### src/rtl/bus_ctrl_pkg.sv
// Shared types and helpers for the internal-bus transfer sequencer.
package bus_ctrl_pkg;

  localparam int unsigned DEF_NREG = 4;
  localparam int unsigned DEF_NREQ = 2;
  localparam int unsigned MAX_NREG = 32;

  typedef enum logic [1:0] {
    IDLE      = 2'd0,
    EN_SRC    = 2'd1,
    LATCH_DST = 2'd2,
    EN_DST    = 2'd3
  } xfer_state_t;

  // Indices at or beyond n decode to an all-zero vector, so bad indices become no-ops.
  function automatic logic [MAX_NREG-1:0] idx_onehot(input int unsigned idx,
                                                     input int unsigned n);
    logic [MAX_NREG-1:0] oh;
    oh = '0;
    for (int unsigned i = 0; i < MAX_NREG; i++) begin
      oh[i] = (i == idx) && (i < n);
    end
    return oh;
  endfunction

endpackage

### src/rtl/rr_arbiter.sv
// Round-robin arbiter; search starts one past the last accepted requester.
module rr_arbiter #(
  parameter  int unsigned NREQ = 2,
  localparam int unsigned IDW  = (NREQ > 1) ? $clog2(NREQ) : 1
) (
  input  logic            clk,
  input  logic            rst_n,
  input  logic [NREQ-1:0] req,
  input  logic            advance,
  output logic [NREQ-1:0] grant,
  output logic [IDW-1:0]  grant_idx
);

  logic [IDW-1:0] last_q;
  logic [IDW-1:0] last_d;
  logic [IDW-1:0] idx_c;
  logic           found_c;

  always_comb begin
    grant     = '0;
    grant_idx = '0;
    idx_c     = '0;
    found_c   = 1'b0;
    for (int unsigned k = 1; k <= NREQ; k++) begin
      idx_c = IDW'((32'(last_q) + k) % NREQ);
      if (!found_c && req[idx_c]) begin
        found_c        = 1'b1;
        grant[idx_c]   = 1'b1;
        grant_idx      = idx_c;
      end
    end
  end

  assign last_d = advance ? grant_idx : last_q;

  // Reset to the top index so requester 0 wins first.
  always_ff @(posedge clk) begin
    if (!rst_n) last_q <= IDW'(NREQ - 1);
    else        last_q <= last_d;
  end

endmodule

### src/rtl/bus_xfer_ctrl.sv
// Bus transfer sequencer: arbitrates requests and walks publish-src, capture-dst,
// publish-dst with registered strobes.
module bus_xfer_ctrl
  import bus_ctrl_pkg::*;
#(
  parameter  int unsigned NREG = DEF_NREG,
  parameter  int unsigned NREQ = DEF_NREQ,
  localparam int unsigned IW   = (NREG > 1) ? $clog2(NREG) : 1,
  localparam int unsigned IDW  = (NREQ > 1) ? $clog2(NREQ) : 1
) (
  input  logic               clk,
  input  logic               rst_n,
  input  logic [NREQ-1:0]    req_valid,
  input  logic [NREQ*IW-1:0] req_src,
  input  logic [NREQ*IW-1:0] req_dst,
  output logic [NREQ-1:0]    req_ready,
  output logic [NREG-1:0]    latch_o,
  output logic [NREG-1:0]    en_o,
  output logic [IW-1:0]      bus_sel,
  output logic               busy,
  output logic               done,
  output logic [IDW-1:0]     done_id
);

  xfer_state_t     state_q, state_d;
  logic [IW-1:0]   src_q, src_d, dst_q, dst_d;
  logic [IDW-1:0]  id_q, id_d;
  logic [NREG-1:0] latch_d, en_d;
  logic [IW-1:0]   sel_d;
  logic            busy_d, done_d;
  logic [IDW-1:0]  done_id_d;
  logic [NREQ-1:0] grant;
  logic [IDW-1:0]  grant_idx;
  logic            idle_c, accept_c;

  // Readiness is masked during reset so nothing is accepted while rst_n is low.
  assign idle_c    = rst_n && (state_q == IDLE);
  assign accept_c  = idle_c && (|req_valid);
  assign req_ready = idle_c ? grant : '0;

  rr_arbiter #(.NREQ(NREQ)) u_arb (
    .clk       (clk),
    .rst_n     (rst_n),
    .req       (req_valid),
    .advance   (accept_c),
    .grant     (grant),
    .grant_idx (grant_idx)
  );

  // Strobes are decoded from the next state so they register in step with it.
  always_comb begin
    state_d   = state_q;
    src_d     = src_q;
    dst_d     = dst_q;
    id_d      = id_q;
    latch_d   = '0;
    en_d      = '0;
    sel_d     = '0;
    busy_d    = 1'b0;
    done_d    = 1'b0;
    done_id_d = '0;

    unique case (state_q)
      IDLE: begin
        if (accept_c) begin
          for (int unsigned i = 0; i < NREQ; i++) begin
            if (grant[i]) begin
              src_d = req_src[i*IW +: IW];
              dst_d = req_dst[i*IW +: IW];
            end
          end
          id_d    = grant_idx;
          state_d = EN_SRC;
        end
      end
      EN_SRC:    state_d = (src_q == dst_q) ? EN_DST : LATCH_DST;
      LATCH_DST: state_d = EN_DST;
      EN_DST:    state_d = IDLE;
      default:   state_d = IDLE;
    endcase

    unique case (state_d)
      EN_SRC: begin
        en_d  = NREG'(idx_onehot(32'(src_d), NREG));
        sel_d = src_d;
      end
      LATCH_DST: begin
        latch_d = NREG'(idx_onehot(32'(dst_d), NREG));
        sel_d   = src_d;
      end
      EN_DST: begin
        en_d      = NREG'(idx_onehot(32'(dst_d), NREG));
        sel_d     = dst_d;
        done_d    = 1'b1;
        done_id_d = id_d;
      end
      default: ;
    endcase
    busy_d = (state_d != IDLE);
  end

  always_ff @(posedge clk) begin
    if (!rst_n) begin
      state_q <= IDLE;
      src_q   <= '0;
      dst_q   <= '0;
      id_q    <= '0;
      latch_o <= '0;
      en_o    <= '0;
      bus_sel <= '0;
      busy    <= 1'b0;
      done    <= 1'b0;
      done_id <= '0;
    end else begin
      state_q <= state_d;
      src_q   <= src_d;
      dst_q   <= dst_d;
      id_q    <= id_d;
      latch_o <= latch_d;
      en_o    <= en_d;
      bus_sel <= sel_d;
      busy    <= busy_d;
      done    <= done_d;
      done_id <= done_id_d;
    end
  end

endmodule
### config.mk
export PLATFORM = sky130hd
export DESIGN_NAME = bus_xfer_ctrl
export DESIGN_NICKNAME = d
export VERILOG_FILES = /design/src/rtl/bus_ctrl_pkg.sv /design/src/rtl/rr_arbiter.sv /design/src/rtl/bus_xfer_ctrl.sv
export SDC_FILE = /design/constraint.sdc
export NUM_CORES = 1
export LEC_CHECK = 0
export ABC_CLOCK_PERIOD_IN_PS = 1910
export CAP_MARGIN = 5
export CORE_UTILIZATION = 40
export CTS_CLUSTER_DIAMETER = 50
export CTS_CLUSTER_SIZE = 20
export DETAILED_ROUTE_END_ITERATION = 16
export HOLD_SLACK_MARGIN = 0.15
export PLACE_DENSITY = 0.7
export SETUP_SLACK_MARGIN = 0.1
export SLEW_MARGIN = 20
export SYNTH_ARGS = -nofsm -noshare
export SYNTH_HDL_FRONTEND = slang
export SYNTH_HIERARCHICAL = 1
export SYNTH_SLANG_ARGS = --single-unit
### constraint.sdc
create_clock -name clk -period 1.91 [get_ports clk]
set_clock_uncertainty 0.2 [all_clocks]
set_input_delay 0.2865 -clock clk [delete_from_list [all_inputs] [get_ports clk]]
set_output_delay 0.2865 -clock clk [all_outputs]
set_load 0.005 [all_outputs]
==> results.sh <==
export IMPL_synth_area_leaders="dfxtp_1 41%, ha_1 11%, and2_1 4.3%"
export IMPL_wl_per_cell_microns=14.8
export IMPL_worstPathRequired_ns=1.96
export IMPL_path_clk_slew_ns=0.12
export IMPL_die_w_microns=52.7
export IMPL_synth_seq_cells=21
export IMPL_cp_start_kind="flop"
export IMPL_synth_top_area_share_pct=40.9
export IMPL_core_area_sq_um=2450
export IMPL_cp_slowest_cell="dfxtp_4"
export IMPL_ys_warn_count=6
export IMPL_placementRows=18
export IMPL_max_slew_margin_rel_pct=80.6
export IMPL_multi_input_area_sq_um=724
export IMPL_maxCapViolations=0
export IMPL_synth_seq_area_share_pct=40.9
export IMPL_critPathArrivalTime_ns=2.12
export IMPL_setup_viol=7
export IMPL_diodes=0
export IMPL_holdBufCountCts=0
export IMPL_synth_edf_count=0
export IMPL_postRouteWirelength_mm=2.90
export IMPL_drt_iter0_drc=24
export IMPL_yosysTopAreaCell="dfxtp_1"
export IMPL_die_y_microns=52.7
export IMPL_dpl_hpwl_mm=1.78
export IMPL_tritoncts="done"
export IMPL_route_vias_total=996
export IMPL_ant_nets=0
export IMPL_grt_max_degree=13
export IMPL_path_max_fanout=5
export IMPL_antenna_found_initial=0
export IMPL_clk_path_buf_depth=2
export IMPL_drv_slew=0
export IMPL_vias_per_cell=5.08
export IMPL_hold_viol_final=0
export IMPL_clk_latency_ns=0.30
export IMPL_grt_pass1_vias=929
export IMPL_initial_utilization_pct=41.9
export IMPL_cts_sinks=21
export IMPL_htreeDepth=1
export IMPL_synth_most_common_cell="dfxtp_1"
export IMPL_grt_ovfl_total=0
export IMPL_synth_cell_types=34
export IMPL_fin_util_pct=72.1
export IMPL_grt_first_pass_wirelength_mm=4.17
export IMPL_status="finished with violations"
export IMPL_slowest_delay_ns=0.37
export IMPL_p_per_area_nw_per_um2=1320
export IMPL_portBuffers=26
export IMPL_dpl_cell_area_sq_um=1490
export IMPL_violations="design-rule violations, negative setup slack"
export IMPL_netlist_area_sq_um=1030
export IMPL_nets=188
export IMPL_gp_congestion=0.820
export IMPL_worstPathCellList="inv_4, ha_4, o211ai_4, a32oi_4, buf_6, ha_2, inv_1, nor3_2, o21a_1"
export IMPL_leakagePower_nw=0.751
export IMPL_grt_util_all_layers_pct=20.9
export IMPL_cts_buffers=3
export IMPL_drc=2
export IMPL_drive_gt1_share_pct=47.0
export IMPL_synth_avg_cell_area_sq_um=9.61
export IMPL_async_flop_share_pct=0
export IMPL_worstMarginPinSlew_ns=0.291
export IMPL_max_freq_ghz=0.485
export IMPL_whs_ns=0.285
export IMPL_ioPinCount=27
export IMPL_fillerInstances=185
export IMPL_register_area_sq_um=429
export IMPL_root_buffer="clkbuf_4"
export IMPL_path_class="reg -> reg"
export IMPL_cp_end_kind="flop"
export IMPL_rsz0062_at_grt="true"
export IMPL_min_period_ns=2.06
export IMPL_fin_crit_sh_pct=108
export IMPL_hold_class="reg -> reg"
export IMPL_fin_ws_ns=-0.154
export IMPL_synthTopCellsByCount="21 x dfxtp_1, 9 x ha_1, 9 x inv_1, 9 x nand2_1, 7 x and2_1"
export IMPL_synth_fp_nets=128
export IMPL_peakVddDrop_v=0.000917
export IMPL_dr_pass1_iters=10
export IMPL_area_delta_synth_final_pct=72.0
export IMPL_die_area_sq_um=2780
export IMPL_synth_main_ff_cell="dfxtp_1"
export IMPL_fin_area_sq_um=1770
export IMPL_synth_cells=107
cell usage in the layout (no fill, tap or decap), types with 2 or more instances in the layout:
cell and instances:
a21boi_2 2, a22oi_2 2, a32oi_2 2, and2_1 6, and2_4 2, and3_4 3
buf_4 24, buf_6 7, clkbuf_4 3, clkdlybuf4s50_1 21, dfxtp_1 18, dfxtp_4 2
dlygate4sd2_1 3, ha_1 2, ha_2 4, ha_4 3, inv_1 5, inv_2 2
inv_4 3, nand2_1 8, nand2b_1 2, nand3_1 4, nand3_2 4, nor2_1 2
nor2_2 2, nor3_1 4, o32ai_2 2
per-layer routing:
layer	share of wire (%)	GRT usage [%]	vias up
met5	0	0	-
met4	0.59	6.14	0
met3	3.9	3.19	4
met2	53	37.8	29
met1	43	25.0	469
li1	-	-	494
metrics by stage:
step                power [mW]  TNS (ns)  worst slack (ns)  cells
floorplan                 1.28         0            0.0150    107
global placement          1.70     -6.88            -0.488    179
detailed placement        1.73     -7.92            -0.531    179
CTS                       2.16    -0.160           -0.0356    192
global route              2.47     -1.70            -0.235    196
finish                    2.33    -0.684            -0.154    196
where the power goes:
part	switching, mW	leakage [nW]	internal (mW)
registers	0.0500	0.172	0.543
logic	0.713	0.561	0.803
clock network	0.140	0.0177	0.0780
total	0.903	0.751	1.42
timing repair:
| item | 4_1_cts | 5_1_grt |
|---|---|---|
| setup buffers | 9 | 4 |
| pin swaps | 12 | 7 |
| endpoints found under the setup margin | 17 | 17 |
| gates resized for setup | 34 | 14 |
path summary, 6_finish.rpt:
| check | cells past startpoint | to | slack [ns] | from |
|---|---|---|---|---|
| worst min-delay path | 2 | id_q | 0.29 | id_q |
| worst max-delay path | 9 | en_o[0] | -0.15 | state_q[0] |
| worst max register to register | 9 | en_o[0] | -0.15 | state_q[0] |
| worst min register to register | 2 | id_q | 0.29 | id_q |
critical path, delay by kind of cell (launching register included):
kind	cells	cell delay, ns
adders and majority gates	2	0.34
AOI/OAI and AO/OA	3	0.58
DFF	1	0.37
buffers and inverters	3	0.31
and+or+nand+nor	1	0.21
flip-flops by register name (all words and copies together), names as in the netlist:
signal        cells
state_q           2
latch_o           4
id_q              1
bus_sel           2
u_arb/last_q      1
done              1
src_q             2
en_o              4
busy              1
done_id           1
dst_q             2
cells by family after synthesis:
family          count (synthesis)  synth area share, %
simple gates                   47                 26.4
flops                          21                 40.9
compound gates                 17                 15.8
buf+inv                        11                 4.26
fa+ha+maj                       9                 10.9
xor+xnor                        2                 1.70
cell type report:
type,instances,area share [%]
tap,30,2.12
timing repair buffer,56,28.6
sequential,21,24.3
clock buffer,3,1.27
inverter,10,2.55
multi-input combinational,75,40.9
clock inverter,1,0.283
No activity file was read; power rests on OpenSTA's default activity.
